### config.mk
export PLATFORM = sky130hd
export DESIGN_NAME = dut_sequencer_flat
export DESIGN_NICKNAME = d
export VERILOG_FILES = /design/src/rtl/dut_sequencer_if.sv /design/src/rtl/dut_sequencer.sv /design/src/flat_wrapper.sv
export SDC_FILE = /design/constraint.sdc
export NUM_CORES = 1
export LEC_CHECK = 0
export BUFFER_PORTS_ARGS = -buffer_cell sky130_fd_sc_hd__buf_4
export CELL_PAD_IN_SITES_DETAIL_PLACEMENT = 1
export CELL_PAD_IN_SITES_GLOBAL_PLACEMENT = 2
export CORE_UTILIZATION = 34
export CTS_CLUSTER_DIAMETER = 80
export DETAILED_ROUTE_END_ITERATION = 6
export GPL_TIMING_DRIVEN = 0
export PLACE_DENSITY_LB_ADDON = 0.2
export SLEW_MARGIN = 10
export SYNTH_ARGS = -nofsm -noshare
export SYNTH_HDL_FRONTEND = slang
export SYNTH_SLANG_ARGS = --single-unit
export TNS_END_PERCENT = 10
### constraint.sdc
create_clock -name clock -period 3.3 [get_ports clock]
set_input_delay 0.66 -clock clock [delete_from_list [all_inputs] [get_ports clock]]
set_output_delay 0.66 -clock clock [all_outputs]
set_load 0.01 [all_outputs]
### src/rtl/dut_sequencer_if.sv
// rtl/dut_sequencer_if.sv - stimulus FIFO, result FIFO and DUT pin bundle for dut_sequencer
//
// master: the sequencer (pops stimulus, pushes results, drives mosi, samples miso)
// slave : the environment (FIFOs and DUT pins)
//   sfifo_data/sfifo_rdreq/sfifo_rdempty : show-ahead stimulus FIFO, word = {hold, vector}
//   rfifo_data/rfifo_wrreq/rfifo_wrfull  : result FIFO, word = {index, response}
//   mosi_data/miso_data                  : DUT stimulus / DUT response
interface dut_sequencer_if #(
    parameter int STF_WIDTH   = 24,
    parameter int RTF_WIDTH   = 24,
    parameter int CYCLE_RANGE = 5
);
    logic [STF_WIDTH+CYCLE_RANGE:0] sfifo_data;
    logic                           sfifo_rdreq;
    logic                           sfifo_rdempty;
    logic [RTF_WIDTH+CYCLE_RANGE:0] rfifo_data;
    logic                           rfifo_wrreq;
    logic                           rfifo_wrfull;
    logic [STF_WIDTH-1:0]           mosi_data;
    logic [RTF_WIDTH-1:0]           miso_data;

    modport master (
        input  sfifo_data, sfifo_rdempty, rfifo_wrfull, miso_data,
        output sfifo_rdreq, rfifo_data, rfifo_wrreq, mosi_data
    );

    modport slave (
        output sfifo_data, sfifo_rdempty, rfifo_wrfull, miso_data,
        input  sfifo_rdreq, rfifo_data, rfifo_wrreq, mosi_data
    );
endinterface

### src/rtl/dut_sequencer.sv
// rtl/dut_sequencer.sv - vector engine between stimulus/result FIFOs and the DUT pins
//
// Pops {hold, vector} words, drives each vector on mosi for hold+1 cycles, and
// captures miso after a programmable latency into the result FIFO as {index, miso}.
//   clock, reset_n : single test clock, asynchronous active-low reset
//   enable         : permission to pop new vectors
//   mode           : 0 = one capture per vector, 1 = capture every drive cycle
//   latency        : cycles from drive to valid miso
//   idle           : high only while in IDLE
//   vec_count      : vectors popped since reset (wraps)
//   overflow       : sticky, a capture was dropped because the result FIFO was full
//   bus            : FIFO and DUT pin bundle (master side)
module dut_sequencer #(
    parameter int STF_WIDTH   = 24,
    parameter int RTF_WIDTH   = 24,
    parameter int CYCLE_RANGE = 5,
    parameter int LAT_WIDTH   = 3,
    parameter int CNT_WIDTH   = 16
) (
    input  logic                 clock,
    input  logic                 reset_n,
    input  logic                 enable,
    input  logic                 mode,
    input  logic [LAT_WIDTH-1:0] latency,
    output logic                 idle,
    output logic [CNT_WIDTH-1:0] vec_count,
    output logic                 overflow,
    dut_sequencer_if.master      bus
);
    localparam int HW    = CYCLE_RANGE + 1;
    localparam int DEPTH = 2 ** LAT_WIDTH;

    typedef enum logic [1:0] {
        S_IDLE  = 2'd0,
        S_DRIVE = 2'd1,
        S_DRAIN = 2'd2
    } state_t;

    state_t               state, state_n;
    logic [HW-1:0]        counter;
    logic [HW-1:0]        hold_r;
    logic                 mode_r;
    logic [LAT_WIDTH-1:0] lat_r;

    // Tap k of the capture pipeline is the token issued k cycles ago. Tap 0 is the
    // live token from this cycle, so only taps 1..DEPTH-1 need storage.
    logic [DEPTH-2:0]     pipe_v;
    logic [HW-1:0]        pipe_idx [0:DEPTH-2];

    logic                 can_pop;
    logic                 pop;
    logic                 tok_v;
    logic [HW-1:0]        tok_idx;
    logic                 mat_v;
    logic [HW-1:0]        mat_idx;
    logic                 in_flight;

    assign can_pop         = enable && !bus.sfifo_rdempty && !bus.rfifo_wrfull;
    assign bus.sfifo_rdreq = pop;

    always_comb begin
        state_n = state;
        pop     = 1'b0;
        tok_v   = 1'b0;
        tok_idx = hold_r;
        case (state)
            S_IDLE: begin
                if (can_pop) begin
                    pop     = 1'b1;
                    state_n = S_DRIVE;
                end
            end
            S_DRIVE: begin
                tok_v   = mode_r || (counter == '0);
                tok_idx = mode_r ? (hold_r - counter) : hold_r;
                if (counter == '0) begin
                    if (can_pop) begin
                        pop = 1'b1;
                    end else begin
                        state_n = S_DRAIN;
                    end
                end
            end
            S_DRAIN: begin
                if (!in_flight) begin
                    state_n = S_IDLE;
                end
            end
            default: state_n = S_IDLE;
        endcase
    end

    // Select the token maturing this cycle. Anything in a stage shallower than
    // the tap still has to mature after this edge, which keeps DRAIN alive.
    always_comb begin
        mat_v     = 1'b0;
        mat_idx   = tok_idx;
        in_flight = 1'b0;
        if (lat_r == '0) begin
            mat_v   = tok_v;
            mat_idx = tok_idx;
        end
        for (int k = 0; k < DEPTH - 1; k++) begin
            if (int'(lat_r) == k + 1) begin
                mat_v   = pipe_v[k];
                mat_idx = pipe_idx[k];
            end
            if ((k + 1 < int'(lat_r)) && pipe_v[k]) begin
                in_flight = 1'b1;
            end
        end
    end

    always_ff @(posedge clock or negedge reset_n) begin
        if (!reset_n) begin
            state           <= S_IDLE;
            idle            <= 1'b1;
            counter         <= '0;
            hold_r          <= '0;
            mode_r          <= 1'b0;
            lat_r           <= '0;
            vec_count       <= '0;
            overflow        <= 1'b0;
            bus.mosi_data   <= '0;
            bus.rfifo_data  <= '0;
            bus.rfifo_wrreq <= 1'b0;
        end else begin
            state <= state_n;
            idle  <= (state_n == S_IDLE);

            if (pop) begin
                bus.mosi_data <= bus.sfifo_data[STF_WIDTH-1:0];
                counter       <= bus.sfifo_data[STF_WIDTH+CYCLE_RANGE:STF_WIDTH];
                hold_r        <= bus.sfifo_data[STF_WIDTH+CYCLE_RANGE:STF_WIDTH];
                vec_count     <= vec_count + CNT_WIDTH'(1);
                // Back-to-back pops keep the configuration of the run.
                if (state == S_IDLE) begin
                    mode_r <= mode;
                    lat_r  <= latency;
                end
            end else if (counter != '0) begin
                counter <= counter - HW'(1);
            end

            bus.rfifo_wrreq <= 1'b0;
            if (mat_v) begin
                if (!bus.rfifo_wrfull) begin
                    bus.rfifo_data  <= {mat_idx, bus.miso_data};
                    bus.rfifo_wrreq <= 1'b1;
                end else begin
                    overflow <= 1'b1;
                end
            end
        end
    end

    // Stages past the tap are dead: clearing them keeps stale tokens from an
    // earlier short-latency run from maturing in a later long-latency run.
    always_ff @(posedge clock or negedge reset_n) begin
        if (!reset_n) begin
            pipe_v <= '0;
            for (int k = 0; k < DEPTH - 1; k++) begin
                pipe_idx[k] <= '0;
            end
        end else begin
            pipe_v[0]   <= tok_v && (lat_r != '0);
            pipe_idx[0] <= tok_idx;
            for (int k = 1; k < DEPTH - 1; k++) begin
                pipe_v[k]   <= pipe_v[k-1] && (k < int'(lat_r));
                pipe_idx[k] <= pipe_idx[k-1];
            end
        end
    end
endmodule

### src/flat_wrapper.sv
// flat-port wrapper written by rule: the top's interface ports become plain ports
module dut_sequencer_flat 
#(
    parameter int STF_WIDTH   = 24,
    parameter int RTF_WIDTH   = 24,
    parameter int CYCLE_RANGE = 5,
    parameter int LAT_WIDTH   = 3,
    parameter int CNT_WIDTH   = 16
)
  (clock, reset_n, enable, mode, latency, idle, vec_count, overflow, bus_sfifo_data, bus_sfifo_rdempty, bus_rfifo_wrfull, bus_miso_data, bus_sfifo_rdreq, bus_rfifo_data, bus_rfifo_wrreq, bus_mosi_data);
  dut_sequencer_if #(.STF_WIDTH(STF_WIDTH), .RTF_WIDTH(RTF_WIDTH), .CYCLE_RANGE(CYCLE_RANGE)) bus_i ();
  input  logic clock;
  input  logic reset_n;
  input  logic enable;
  input  logic mode;
  input  logic [LAT_WIDTH-1:0] latency;
  output logic idle;
  output logic [CNT_WIDTH-1:0] vec_count;
  output logic overflow;
  input wire logic [$bits(bus_i.sfifo_data)-1:0] bus_sfifo_data;
  input wire logic [$bits(bus_i.sfifo_rdempty)-1:0] bus_sfifo_rdempty;
  input wire logic [$bits(bus_i.rfifo_wrfull)-1:0] bus_rfifo_wrfull;
  input wire logic [$bits(bus_i.miso_data)-1:0] bus_miso_data;
  output wire logic [$bits(bus_i.sfifo_rdreq)-1:0] bus_sfifo_rdreq;
  output wire logic [$bits(bus_i.rfifo_data)-1:0] bus_rfifo_data;
  output wire logic [$bits(bus_i.rfifo_wrreq)-1:0] bus_rfifo_wrreq;
  output wire logic [$bits(bus_i.mosi_data)-1:0] bus_mosi_data;
  assign bus_i.sfifo_data = bus_sfifo_data;
  assign bus_i.sfifo_rdempty = bus_sfifo_rdempty;
  assign bus_i.rfifo_wrfull = bus_rfifo_wrfull;
  assign bus_i.miso_data = bus_miso_data;
  assign bus_sfifo_rdreq = bus_i.sfifo_rdreq;
  assign bus_rfifo_data = bus_i.rfifo_data;
  assign bus_rfifo_wrreq = bus_i.rfifo_wrreq;
  assign bus_mosi_data = bus_i.mosi_data;
  dut_sequencer #(.STF_WIDTH(STF_WIDTH), .RTF_WIDTH(RTF_WIDTH), .CYCLE_RANGE(CYCLE_RANGE), .LAT_WIDTH(LAT_WIDTH), .CNT_WIDTH(CNT_WIDTH)) u_core (.clock(clock), .reset_n(reset_n), .enable(enable), .mode(mode), .latency(latency), .idle(idle), .vec_count(vec_count), .overflow(overflow), .bus(bus_i));
endmodule
# After elaboration in Yosys (flattened, before gate mapping)
# Cells that the tools add are included.
[word_totals]
reg_bits = 140
latch_bits = 0
ram_bits = 0
rom_bits = 0
in_bits = 63
out_inout_bits = 74
wordCells = 96
memories = 0
[op_classes]
addsub = 3
mul = 0
div_mod_pow = 0
order_cmp = 6
eq_ne = 9
n_shift = 0
n_mux = 36
n_bitwise = 1
reduce_logical = 22
[ops]
columns = ["cell", "n"]
rows = [
  ["2-to-1 mux 6 bit", 11],
  ["2-to-1 mux 1 bit", 19],
  ["adder 16 x 1 -> 16 bit (second input constant)", 1],
  ["== test 3 bit (second input constant)", 4],
  ["logical AND 1 bit", 9],
  ["less-than comparator 3 bit (first input constant)", 3],
  ["2-to-1 mux 2 bit", 4],
  ["== test 3 x 2 -> 1 bit (second input constant)", 2],
  ["logical NOT 6 bit", 1],
  ["less-than comparator 2 x 3 -> 1 bit (first input constant)", 2],
  ["one-hot mux 2 bit (3 select lines)", 1],
  ["AND reduction 2 bit", 3],
  ["nonzero test 6 bit", 1],
  ["subtractor 6 x 1 -> 6 bit (second input constant)", 1],
  ["subtractor 6 bit", 1],
  ["logical NOT 2 bit", 2],
  ["== test 3 x 1 -> 1 bit (second input constant)", 1],
  ["logical NOT 3 bit", 1],
  ["less-than comparator 1 x 3 -> 1 bit (first input constant)", 1],
  ["nonzero test 3 bit", 1],
  ["== test 2 x 1 -> 1 bit (second input constant)", 1],
  ["== test 2 bit (second input constant)", 1],
  ["logical NOT 1 bit", 2],
  ["one-hot mux 1 bit (2 select lines)", 1],
  ["other kinds (3)", 3],
]

# Depth between registers and ports, before layout
[logic_depth]
word_depth = 12
ltp_mapped = 10
mapped_depth_nobuf = 10

# Worst setup path after synthesis
# No wires, ideal clock.
[synth_timing]
kind = "register to register"
from = "register u_core.counter[1]"
to = "register u_core.bus.rfifo_data[10]"
setup_time_ns = 0.125
arrival_ns = 2.403
required_time_ns = 3.175
path_slack_ns = 0.772
path_stages_with_launch = 9
path_buffers = 1
synth_period_minus_slack_ns = 2.528
cell_sequence = "dfrtp_1 -> inv_1 -> ha_1 -> nor4b_4 -> or3b_1 -> a311o_1 -> a21oi_4 -> buf_6 -> mux2_4"
[synth_via]
elab_chain_cells = 12
[synth_lines]
columns = ["item", "line", "text"]
rows = [
  ["from (decl)", "dut_sequencer.sv:40", "logic [HW-1:0] counter;"],
  ["from (signal assigned)", "dut_sequencer.sv:133", "counter <= bus.sfifo_data[STF_WIDTH+CYCLE_RANGE:STF_WIDTH];"],
  ["from (signal assigned)", "dut_sequencer.sv:142", "counter <= counter - HW'(1);"],
  ["logical NOT 6 bit", "dut_sequencer.sv:74", "tok_v = mode_r || (counter == '0);"],
  ["logical OR 1 bit", "dut_sequencer.sv:74", ""],
  ["2-to-1 mux 1 bit", "dut_sequencer.sv:66", "case (state)"],
  ["2-to-1 mux 1 bit", "dut_sequencer.sv:99", "if (lat_r == '0) begin"],
  ["2-to-1 mux 1 bit (7 in a row)", "dut_sequencer.sv:104", "if (int'(lat_r) == k + 1) begin"],
  ["AND reduction 2 bit (no line)", "n/a", ""],
  ["to (signal assigned)", "dut_sequencer.sv:148", "bus.rfifo_data <= {mat_idx, bus.miso_data};"],
  ["to (decl)", "dut_sequencer_if.sv:24", "output sfifo_rdreq, rfifo_data, rfifo_wrreq, mosi_data"],
]
# Every way passes these cells.
# A chain may end at the register's enable or synchronous reset.

# Worst setup path in the final report
[layout_timing]
from = "register u_core.counter[1]"
to = "output bus_sfifo_rdreq"
[layout_via]
elab_chain_cells = 3
[layout_lines]
columns = ["item", "line", "text"]
rows = [
  ["logical NOT 6 bit", "dut_sequencer.sv:76", "if (counter == '0) begin"],
  ["2-to-1 mux 1 bit", "dut_sequencer.sv:76", ""],
  ["one-hot mux 1 bit (2 select lines)", "dut_sequencer.sv:66", ""],
  ["to (decl)", "flat_wrapper.sv:24", "output wire logic [$bits(bus_i.sfifo_rdreq)-1:0] bus_sfifo_rdreq;"],
]
# Every way passes these cells.

==> run_results.csv <==
group,metric,value,unit
power_and_ir_drop,peakVddDrop,0.000487,V
clocking,post_cts_buffers,0,
clocking,hold_buffers,0,
critical_path,cp_top_family,"buffers and inverters",
synth,ys_top_cells_by_area,"dfrtp_1 (59%), nand2_1 (7.5%), mux2_4 (5.1%), mux2i_1 (2.4%), o21ai_0 (2.0%)",
clocking,cts_buffers,17,
critical_path,worst_setup_path_end_kind,"primary output",
synth,syn-instance-count,523,
finish,layout_commonest_cell,"dfrtp_1",
routing,vias,4419,
timing,rsz0062_at_grt,"no",
finish,fin_nets,749,
clocking,cts_root_buffer,"clkbuf_16",
critical_path,slowest_delay,380,ps
synth,avgSynthCellArea,11.3,µm²
die,dieWidth,134,µm
power_and_ir_drop,leakage,0.00384,µW
clocking,clk_latency,410,ps
clocking,ctsResizeCount,0,
grt,grt_max_degree,87,
clocking,clkSinkCount,140,
timing,worst_pin_slew,689,ps
finish,drive_gt1_share,30.0,%
die,die_h,134,µm
grt,antenna_found_initial,0,
finish,syn_to_final_growth,32.7,%
die,initial_core_util,35.2,%
timing,period_needed,3060,ps
grt,grtUsageTotal,18.1,%
grt,grt_pass1_vias,4963,
flow_run,max-cap-violations,0,
place,dp.cells,880,
finish,num_antenna_cells,0,
critical_path,start_kind,"flop",
critical_path,crit_type,"reg2out",
timing,skew,7.26,ps
place,place_area,7250,µm²
grt,grt_pass1_wl,25.3,mm
synth,yosysWarnings,0,
clocking,path_clk_slew,60,ps
routing,wl_per_cell,16.5,µm
timing,setup_viol,0,
die,num_rows,47,
critical_path,path_buf_inv,3,
die,dieArea,17900,µm²
timing,slew-limit-headroom,54.1,%
die,coreArea,16800,µm²
critical_path,worst_path_max_delay_cell,"dfrtp_1",
die,ios,137,
critical_path,critPathMaxFanout,17,
timing,fmax,327,MHz
critical_path,path_cells,"inv_1 > ha_1 > nor4b_4 > or2b_1 > a21o_1 > clkinv_1 > buf_4",
grt,overflow,0,
synth,synth_seq_cells,140,
power_and_ir_drop,p_per_area,1020,nW/µm²
synth,synth_edf_count,0,
routing,routed_wirelength,15.1,mm
synth,synth_top_area_share,58.7,%
synth,yosysSeqAreaShare,59.2,%
routing,drtPass1Iterations,4,
place,port_buffers,136,
timing,slew_violations,0,
critical_path,crit_required,2640,ps
clocking,htree_levels,4,
clocking,cts_buffer_depth,2,
routing,dr.first_iter.drc_count,200,
routing,route.detailed.drc,0,
synth,netlist_area,5920,µm²
clocking,cts_tree,"yes",
place,gp_congestion,0.747,
critical_path,arrival,2400,ps
synth,synth_ff_type,"dfrtp_1",
finish,final_cell_area,7860,µm²
worst_hold_path,hp-class,"in2async",
place,dpl.hpwl,10.7,mm
outcome,status,"completed",
routing,antenna_left,0,
synth,ys_async_sr_fraction,100,%
finish,layout_common_cells,"dfrtp_1 (139), buf_4 (135), nand2_1 (118)",
routing,via_per_inst,4.85,
timing,hold_viol,0,
synth,synth_area_leader_cell,"dfrtp_1",
finish,finalNonFillerCells,911,
timing,fin_crit_sh,92.7,%
synth,syn_nets,594,
timing,tns,0,ps
synth,synth_cell_types,53,
[final cells by class]
| cell class | instances | area, µm² |
|---|---|---|
| inverters | 16 | 60.1 |
| repair buffers | 137 | 1050 |
| plain buffers | 25 | 119 |
| well taps | 220 | 275 |
| flip-flops and latches | 140 | 3500 |
| fillers | 1899 | 8960 |
| clock buffers | 22 | 474 |
| clock inverters | 10 | 138 |
| multi-input cells | 341 | 2230 |
[cells in the mapped netlist, types with 5 or more instances]
library cell,n
a21o_1,5
a21oi_1,14
a31oi_1,8
and3_1,7
clkbuf_1,19
dfrtp_1,139
ha_1,7
inv_1,15
mux2_2,8
mux2_4,20
mux2i_1,14
nand2_1,118
nand2b_1,8
nand3_1,8
nand4_1,5
nor2_1,19
nor2b_1,6
nor3_1,6
o21ai_0,24
xnor2_1,13
xor2_1,7
[metal layers]
| metal | vias up | GRT usage (%) | share of wire [%] |
|---|---|---|---|
| li1 | 2089 | - | - |
| met4 | 0 | 6.76 | 1.4 |
| met2 | 103 | 30.8 | 51 |
| met1 | 2212 | 22.1 | 43 |
| met3 | 15 | 4.76 | 4.6 |
| met5 | - | 0 | 0 |
[report_power, final]
| group | total [µW] | switching [µW] | internal, µW |
|---|---|---|---|
| clock network | 1970 | 723 | 1250 |
| registers | 2910 | 453 | 2460 |
| logic | 3090 | 1590 | 1510 |
| total | 7980 | 2760 | 5210 |
[final timing paths]
check	cells after the start	from	to	slack, ps
worst max-delay path	7	u_core.counter[1]$_DFFE_PN0P_	bus_sfifo_rdreq	240
worst min-delay path	1	reset_n	u_core.pipe_idx[34]$_DFF_PN0_	210
worst max register to register	10	u_core.counter[1]$_DFFE_PN0P_	u_core.bus.mosi_data[10]$_DFFE_PN0P_	370
worst min register to register	0	u_core.pipe_idx[25]$_DFF_PN0_	u_core.pipe_idx[19]$_DFF_PN0_	370
max in group asynchronous	2	reset_n	u_core.idle$_DFF_PN1_	2270
min in group clock	0	u_core.pipe_idx[25]$_DFF_PN0_	u_core.pipe_idx[19]$_DFF_PN0_	370
[logic make-up after synthesis]
family                     Yosys count  synth area share, %
AOI/OAI and AO/OA                   79                 8.60
buffers and inverters               42                 3.09
xor gates and xnor gates            20                 2.96
DFF                                140                 59.2
muxes                               46                 10.1
adders and majority gates            8                 1.82
and+or+nand+nor                    188                 14.2
[flip-flops by register name, summed over array words and instances (netlist names)]
| signal | cells |
|---|---|
| u_core.pipe_idx | 42 |
| u_core.overflow | 1 |
| u_core.mode_r | 1 |
| u_core.bus.rfifo_data | 30 |
| u_core.vec_count | 16 |
| u_core.bus.rfifo_wrreq | 1 |
| u_core.state | 2 |
| u_core.bus.mosi_data | 24 |
| u_core.counter | 6 |
| u_core.lat_r | 3 |
| u_core.hold_r | 6 |
| u_core.idle | 1 |
| u_core.pipe_v | 7 |
[through the flow]
step           setup slack, ps  util [%]  hold WS (ps)  total power [µW]
2_1_floorplan              772         -           346              4770
3_3_place_gp               205      42.9           352              5920
3_5_place_dp               121      43.1           359              6070
4_1_cts                    180      46.7           218              8090
5_1_grt                   44.9      46.7           241              8530
6_report                   239      46.7           210              7980
Note: power is estimated with default switching activity, not from simulation.
